## src/rtl/pe3x3_row_ctrl.sv

```systemverilog
// Row sequencer for a pe3x3 datapath: issues three input rows per output row,
// accumulates the three partial-sum vectors and hands the finished row downstream.
module pe3x3_row_ctrl #(
    parameter int IW      = 24,
    parameter int FW      = 8,
    parameter int OUT_NUM = 9,
    parameter int MUL_LAT = 1,
    parameter int ROW_AW  = 8,
    localparam int DW     = IW + FW
) (
    input  logic                  clk,
    input  logic                  rst_n,
    input  logic                  start,
    input  logic [ROW_AW-1:0]     num_rows,
    output logic                  busy,
    output logic                  done,
    output logic                  fmap_rd,
    output logic [ROW_AW-1:0]     fmap_raddr,
    output logic [1:0]            wht_sel,
    input  logic [OUT_NUM*DW-1:0] pe_res_i,
    output logic [OUT_NUM*DW-1:0] res_o,
    output logic                  res_valid,
    input  logic                  res_ready,
    output logic [2:0]            dbg_state_o
);

    typedef enum logic [2:0] {
        S_IDLE  = 3'd0,
        S_ISSUE = 3'd1,
        S_DRAIN = 3'd2,
        S_OUT   = 3'd3,
        S_FIN   = 3'd4
    } state_t;

    localparam int TAG_D = 1 + MUL_LAT;

    state_t                  state_q, state_d;
    logic [ROW_AW-1:0]       row_q, row_d;
    logic [ROW_AW-1:0]       nrows_q, nrows_d;
    logic [1:0]              k_q, k_d;
    logic [TAG_D-1:0]        tag_vld_q;
    logic [TAG_D-1:0][1:0]   tag_k_q;
    logic [OUT_NUM*DW-1:0]   acc_q, acc_d;

    logic                    issue;
    logic [1:0]              issue_k;
    logic                    consume;
    logic [1:0]              cons_k;
    logic                    last_consumed;

    assign issue         = (state_q == S_ISSUE);
    assign issue_k       = issue ? k_q : 2'd0;
    assign consume       = tag_vld_q[TAG_D-1];
    assign cons_k        = tag_k_q[TAG_D-1];
    assign last_consumed = consume && (cons_k == 2'd2);

    // Next-state logic; the row counter advances only on the output handshake.
    always_comb begin
        state_d = state_q;
        row_d   = row_q;
        nrows_d = nrows_q;
        k_d     = k_q;
        case (state_q)
            S_IDLE: begin
                if (start) begin
                    if (num_rows != '0) begin
                        nrows_d = num_rows;
                        row_d   = '0;
                        k_d     = 2'd0;
                        state_d = S_ISSUE;
                    end else begin
                        state_d = S_FIN;
                    end
                end
            end
            S_ISSUE: begin
                if (k_q == 2'd2) begin
                    k_d     = 2'd0;
                    state_d = S_DRAIN;
                end else begin
                    k_d = k_q + 2'd1;
                end
            end
            S_DRAIN: begin
                if (last_consumed) begin
                    state_d = S_OUT;
                end
            end
            S_OUT: begin
                if (res_ready) begin
                    if ((row_q + ROW_AW'(1)) == nrows_q) begin
                        state_d = S_FIN;
                    end else begin
                        row_d   = row_q + ROW_AW'(1);
                        state_d = S_ISSUE;
                    end
                end
            end
            S_FIN: begin
                state_d = S_IDLE;
            end
            default: begin
                state_d = S_IDLE;
            end
        endcase
    end

    // Lane-wise accumulate: kernel row 0 loads, rows 1 and 2 add with DW-bit wrap.
    always_comb begin
        acc_d = acc_q;
        if (consume) begin
            for (int l = 0; l < OUT_NUM; l++) begin
                if (cons_k == 2'd0) begin
                    acc_d[l*DW +: DW] = pe_res_i[l*DW +: DW];
                end else begin
                    acc_d[l*DW +: DW] = acc_q[l*DW +: DW] + pe_res_i[l*DW +: DW];
                end
            end
        end
    end

    always_ff @(posedge clk or negedge rst_n) begin
        if (!rst_n) begin
            state_q <= S_IDLE;
            row_q   <= '0;
            nrows_q <= '0;
            k_q     <= 2'd0;
            acc_q   <= '0;
        end else begin
            state_q <= state_d;
            row_q   <= row_d;
            nrows_q <= nrows_d;
            k_q     <= k_d;
            acc_q   <= acc_d;
        end
    end

    // Tag stage 0 lines up with PE input data; the last stage lines up with the PE result.
    always_ff @(posedge clk or negedge rst_n) begin
        if (!rst_n) begin
            tag_vld_q <= '0;
            tag_k_q   <= '0;
        end else begin
            tag_vld_q <= {tag_vld_q[TAG_D-2:0], issue};
            tag_k_q   <= {tag_k_q[TAG_D-2:0], issue_k};
        end
    end

    // res_valid/res_ready: a row transfers on a cycle where both are high; once
    // res_valid rises, it and res_o hold unchanged until that transfer.
    assign res_valid   = (state_q == S_OUT);
    assign res_o       = res_valid ? acc_q : '0;
    assign busy        = (state_q == S_ISSUE) || (state_q == S_DRAIN) || (state_q == S_OUT);
    assign done        = (state_q == S_FIN);
    assign fmap_rd     = issue;
    assign fmap_raddr  = issue ? (row_q + ROW_AW'(k_q)) : '0;
    assign wht_sel     = tag_k_q[0];
    assign dbg_state_o = state_q;

endmodule

```

## config.mk

```make
export PLATFORM = sky130hd
export DESIGN_NAME = pe3x3_row_ctrl
export DESIGN_NICKNAME = d
export VERILOG_FILES = /design/src/rtl/pe3x3_row_ctrl.sv
export SDC_FILE = /design/constraint.sdc
export NUM_CORES = 1
export LEC_CHECK = 0
export ABC_AREA = 0
export CORE_UTILIZATION = 45
export DETAILED_ROUTE_END_ITERATION = 7
export PLACE_DENSITY = 0.72
export SYNTH_ARGS = -nofsm -noshare
export SYNTH_HDL_FRONTEND = slang
export SYNTH_SLANG_ARGS = --single-unit
```

## constraint.sdc

```tcl
create_clock -name clk -period 4.3 [get_ports clk]
set_input_delay 0.43 -clock clk [delete_from_list [all_inputs] [get_ports clk]]
set_output_delay 0.43 -clock clk [all_outputs]
set_load 0.05 [all_outputs]
```

[Word level (Yosys, flattened, before mapping)]
Cells that the tools add are included.
Storage, ports and cells
  register bits: 315
  output and inout bits: 305
Operators by class
  reductions and logical operators: 12
  $add $sub $neg: 12
  multiplexer cells: 28
  equality and inequality tests: 13
Operators with widths (number)
  $add 32x32->32: 9
  $mux 288: 1
  $mux 32: 9
  $mux 8: 5
  $mux 3: 6
  $pmux 8 s2: 1
  $pmux 3 s4: 1
  $add 8x1->8 const B: 1
  $add 8x2->8: 1
  $eq 8x8->1: 1
  $mux 2: 4
  $ne 2x2->1 const B: 4
  $reduce_bool 8->1: 1
  $eq 3x2->1 const B: 2
  $reduce_and 3->1: 2
  $reduce_and 5->1: 1
  $eq 2x2->1 const B: 2
  $ne 2x1->1 const B: 2
  $pmux 2 s2: 1
  $reduce_and 4->1: 1
  $reduce_bool 2->1: 2
  $eq 3x1->1 const B: 1
  $eq 3x3->1 const B: 1
  $logic_not 3->1: 1
  other kinds (4): 5

[Longest topological paths before layout]
  depth in word-level cells: 5
  depth in mapped cells: 13

[Worst setup path before layout]
OpenSTA, ideal clock, no wires.
  path type: input to register
  start: input port pe_res_i[160]
  end: register acc_q[188]
  stages: 13
  library setup time: 0.126 ns
  path slack: 0.959 ns
  buffers on the path: 0
  arrival time: 3.215 ns
  cells stage by stage: ha_1 fa_1 a211o_1 a2111oi_2 nor3_1 o21a_1 o21ai_1 nand2b_1 a21o_1 a31o_1 a21oi_1 nor4b_1 o32a_1
Between the ends
  longest elaborated chain between the ends: 2
Ends and longest elaborated chain
  start: declaration: RTL line 20  | input logic [OUT_NUM*DW-1:0] pe_res_i,
  $add 32x32->32: RTL line 116  | acc_d[l*DW +: DW] = acc_q[l*DW +: DW] + pe_res_i[l*DW +: DW];
  $mux 32: RTL line 113  | if (cons_k == 2'd0) begin
  end signal: assignment: RTL line 128  | acc_q <= '0;
  end signal: assignment: RTL line 134  | acc_q <= acc_d;
  end: declaration: RTL line 43  | logic [OUT_NUM*DW-1:0] acc_q, acc_d;
No other way between the ends.
A chain may end at the register's enable or synchronous reset.

[Worst setup path in the final report]
  start: register state_q[0] (netlist: dbg_state_o[0])
  end: output port res_o[275]
Between the ends
  longest elaborated chain between the ends: 2
Ends and longest elaborated chain
  start: declaration: RTL line 37  | state_t state_q, state_d;
  start signal: assignment: RTL line 130  | state_q <= state_d;
  $eq 3x2->1: RTL line 151  | assign res_valid = (state_q == S_OUT);
  $mux 288: RTL line 152  | assign res_o = res_valid ? acc_q : '0;
  end: declaration: RTL line 21  | output logic [OUT_NUM*DW-1:0] res_o,
No other way between the ends.

==> flow_metrics.env <==
export IMPL_status="finished, final reports clean"
export IMPL_multi_input_area_um2=20650
export IMPL_period_minus_slack_ns=3.833
export IMPL_synth_seq_area_share_pct=26.81
export IMPL_criticalPathCategory="flop to output port"
export IMPL_finalWirelength_um=96540
export IMPL_gp_congestion=0.9439
export IMPL_tns_ns=0
export IMPL_hold_path_class="flop to flop"
export IMPL_antenna_found_initial=25
export IMPL_grt_setup_unrepaired="no"
export IMPL_clk_pin_slew_ns=0.06
export IMPL_grt_pass1_vias=27614
export IMPL_timing_fmax_mhz=260.9
export IMPL_cp_end_kind="output port"
export IMPL_setup_viol=0
export IMPL_ys_seq_elements=315
export IMPL_netlist_top_cells_area="dfrtp_1 (27%), ha_1 (12%), a21oi_1 (10%), and2_1 (6.3%), nor2_1 (6.3%)"
export IMPL_p_per_area_nw_per_um2=801.9
export IMPL_postSynthCellCount=3757
export IMPL_clockBufferDepth=3
export IMPL_slew_headroom_pct=40.74
export IMPL_async_flop_share_pct=100.0
export IMPL_clock_latency_ns=0.58
export IMPL_tritoncts="yes"
export IMPL_hold_violations=0
export IMPL_p_total_w=0.03019
export IMPL_synth_cell_types=83
export IMPL_port_buffers=604
export IMPL_yosysMostFrequentCell="a21oi_1"
export IMPL_crit_fanout=34
export IMPL_overflow=0
export IMPL_cp_cell_sequence="nand2_1 > or2_2 > inv_6 > buf_4 > and2_1 > clkdlybuf4s50_1"
export IMPL_rows=93
export IMPL_drtAntennaViolNets=0
export IMPL_synth_flop_cell="dfrtp_1"
export IMPL_ios=605
export IMPL_synth_common_cells="a21oi_1 (586), nor2_1 (491), dfrtp_1 (315), and2_1 (295), ha_1 (282)"
export IMPL_seq_area_um2=7886
export IMPL_coreArea_um2=64460
export IMPL_p_leak_nw=16.11
export IMPL_worst_hold_slack_ns=0.3479
export IMPL_place_hpwl_um=72370
export IMPL_required_ns=3.87
export IMPL_synth_enable_flop_cells=0
export IMPL_initial_core_util_pct=45.60
export IMPL_fillers=5954
export IMPL_yosysTopAreaCellShare_pct=26.81
export IMPL_yosysWarnings=0
export IMPL_slowest_stage="clkdlybuf4s50_1"
export IMPL_numClockSinks=315
export IMPL_die_w_um=257.6
export IMPL_drtIter0Drc=1708
export IMPL_nets=4856
export IMPL_dieArea_um2=66360
export IMPL_syn_area_per_cell_um2=7.825
export IMPL_dr_pass1_iters=5
export IMPL_synth_top_cell_by_area="dfrtp_1"
export IMPL_htreeDepth=2
export IMPL_vias=29101
export IMPL_die_y_um=257.6
export IMPL_tightest_slew_ns=0.8890
export IMPL_maxSlewViolCount=0
export IMPL_cts_root_buf="clkbuf_16"
export IMPL_period_share_pct=89.14
export IMPL_avgViaCountPerCell=5.634
export IMPL_synth_nets=4349
export IMPL_area_delta_synth_final_pct=28.07
export IMPL_max_stage_delay_ns=0.84
export IMPL_syn_area_um2=29400
export IMPL_wl_per_cell_um=18.69
export IMPL_cts_made_buffers=41
export IMPL_fin_skew_ns=0.02897
export IMPL_drc=0
export IMPL_cp_data_arrival_time_ns=3.40
export IMPL_grt_max_degree=184
export IMPL_drive_gt1_share_pct=4.308
export IMPL_drv_cap=0
export IMPL_ir_worst_vdd_v=0.0005113
export IMPL_grt_usage_pct=28.08
export IMPL_grt_pass1_wl_um=151100
export IMPL_cp_start_kind="flop"
worst max-delay path, delay by kind of cell, from the launching register on:
| kind | cells | cell delay [ns] |
|---|---|---|
| simple gates | 3 | 0.73 |
| buf+inv | 3 | 1.43 |
| flops | 1 | 0.61 |
registers in the layout (all words and copies together), names as in the netlist:
signal	cells
acc_q	288
cons_k	2
dbg_state_o	3
k_q	2
nrows_q	8
row_q	8
tag_vld_q	2
wht_sel	2
repair_timing:
action                                 4_1_cts  5_1_grt
buffers inserted                             0        0
gates resized for setup                      0        0
endpoints found under the hold margin       74        0
hold buffers                                 1        0
per-stage QoR:
stage	instance area [um^2]	worst slack, ns	std cells	utilization, %
global placement	36300	0.2344	5075	56.31
floorplan	29400	0.9587	3757	-
global route	37640	0.3560	5163	58.40
CTS	37610	0.4447	5149	58.34
detailed placement	36300	0.2048	5075	56.31
finish	37650	0.4668	5165	58.40
placed cells by master, fill, tap and decap left out, types with 17 or more instances in the layout:
master | Yosys | final
a211oi_1 | 29 | 29
o21ai_0 | 167 | 167
o31ai_1 | 17 | 17
and3_1 | 49 | 49
mux2_2 | 29 | 29
nand2_1 | 266 | 265
clkbuf_16 | 0 | 41
xor2_1 | 104 | 104
o21a_1 | 36 | 36
dfrtp_1 | 315 | 314
nand3_1 | 61 | 61
buf_4 | 0 | 33
ha_1 | 282 | 282
a21o_1 | 152 | 152
nand2b_1 | 35 | 35
inv_1 | 52 | 50
and2_1 | 295 | 295
nor3_1 | 40 | 40
nor2b_1 | 37 | 37
o211ai_1 | 20 | 20
xnor2_1 | 141 | 141
a31oi_1 | 76 | 76
clkdlybuf4s50_1 | 0 | 602
nor2_1 | 491 | 489
nand4_1 | 31 | 31
o21bai_1 | 31 | 31
a21oi_1 | 586 | 586
logic make-up (layout without fill, tap and decap cells):
logic type / Yosys count / count (layout) / synth area share (%)
DFF: 315 / 315 / 26.81
xor gates and xnor gates: 245 / 245 / 7.299
other: 0 / 16 / 0
and+or+nand+nor: 1370 / 1370 / 22.47
muxes: 39 / 39 / 1.451
AOI/OAI and AO/OA: 1261 / 1261 / 26.27
buffers and inverters: 235 / 772 / 3.013
adders and majority gates: 292 / 292 / 12.68
final timing paths:
check	startpoint	to	slack, ns	depth (start not counted)
worst max-delay path	dbg_state_o[0]	res_o[275]	0.47	6
worst min-delay path	tag_vld_q[0]	tag_vld_q[1]	0.35	0
worst max register to register	acc_q[192]	acc_q[222]	0.66	14
worst min register to register	tag_vld_q[0]	tag_vld_q[1]	0.35	0
max in group asynchronous	rst_n	tag_vld_q[1]	2.79	3
min in group asynchronous	rst_n	acc_q[109]	0.42	2
layout make-up:
cell class                      count  share of cell area [%]
Inverter                           52                  0.5384
Multi-Input combinational cell   3207                   54.85
Antenna cell                       16                  0.1063
Tap cell                          855                   2.841
Clock inverter                     17                  0.3190
Clock buffer                       56                   3.140
Timing Repair Buffer              647                   17.26
Sequential cell                   315                   20.95
metal layers:
metal	vias to the layer above	track usage (%)	share of wire, %
li1	14494	-	-
met1	13643	34.82	42
met2	774	46.93	47
met3	172	6.792	7.2
met4	18	10.80	3.7
met5	-	0	0.12
power breakdown:
part	leakage [nW]	internal, W	switching, W
clock network	0.657	0.00198	0.00147
logic	11.9	0.00851	0.0124
registers	3.60	0.00448	0.00136
total	16.1	0.0150	0.0152
Note: power is estimated with default switching activity, not from simulation.
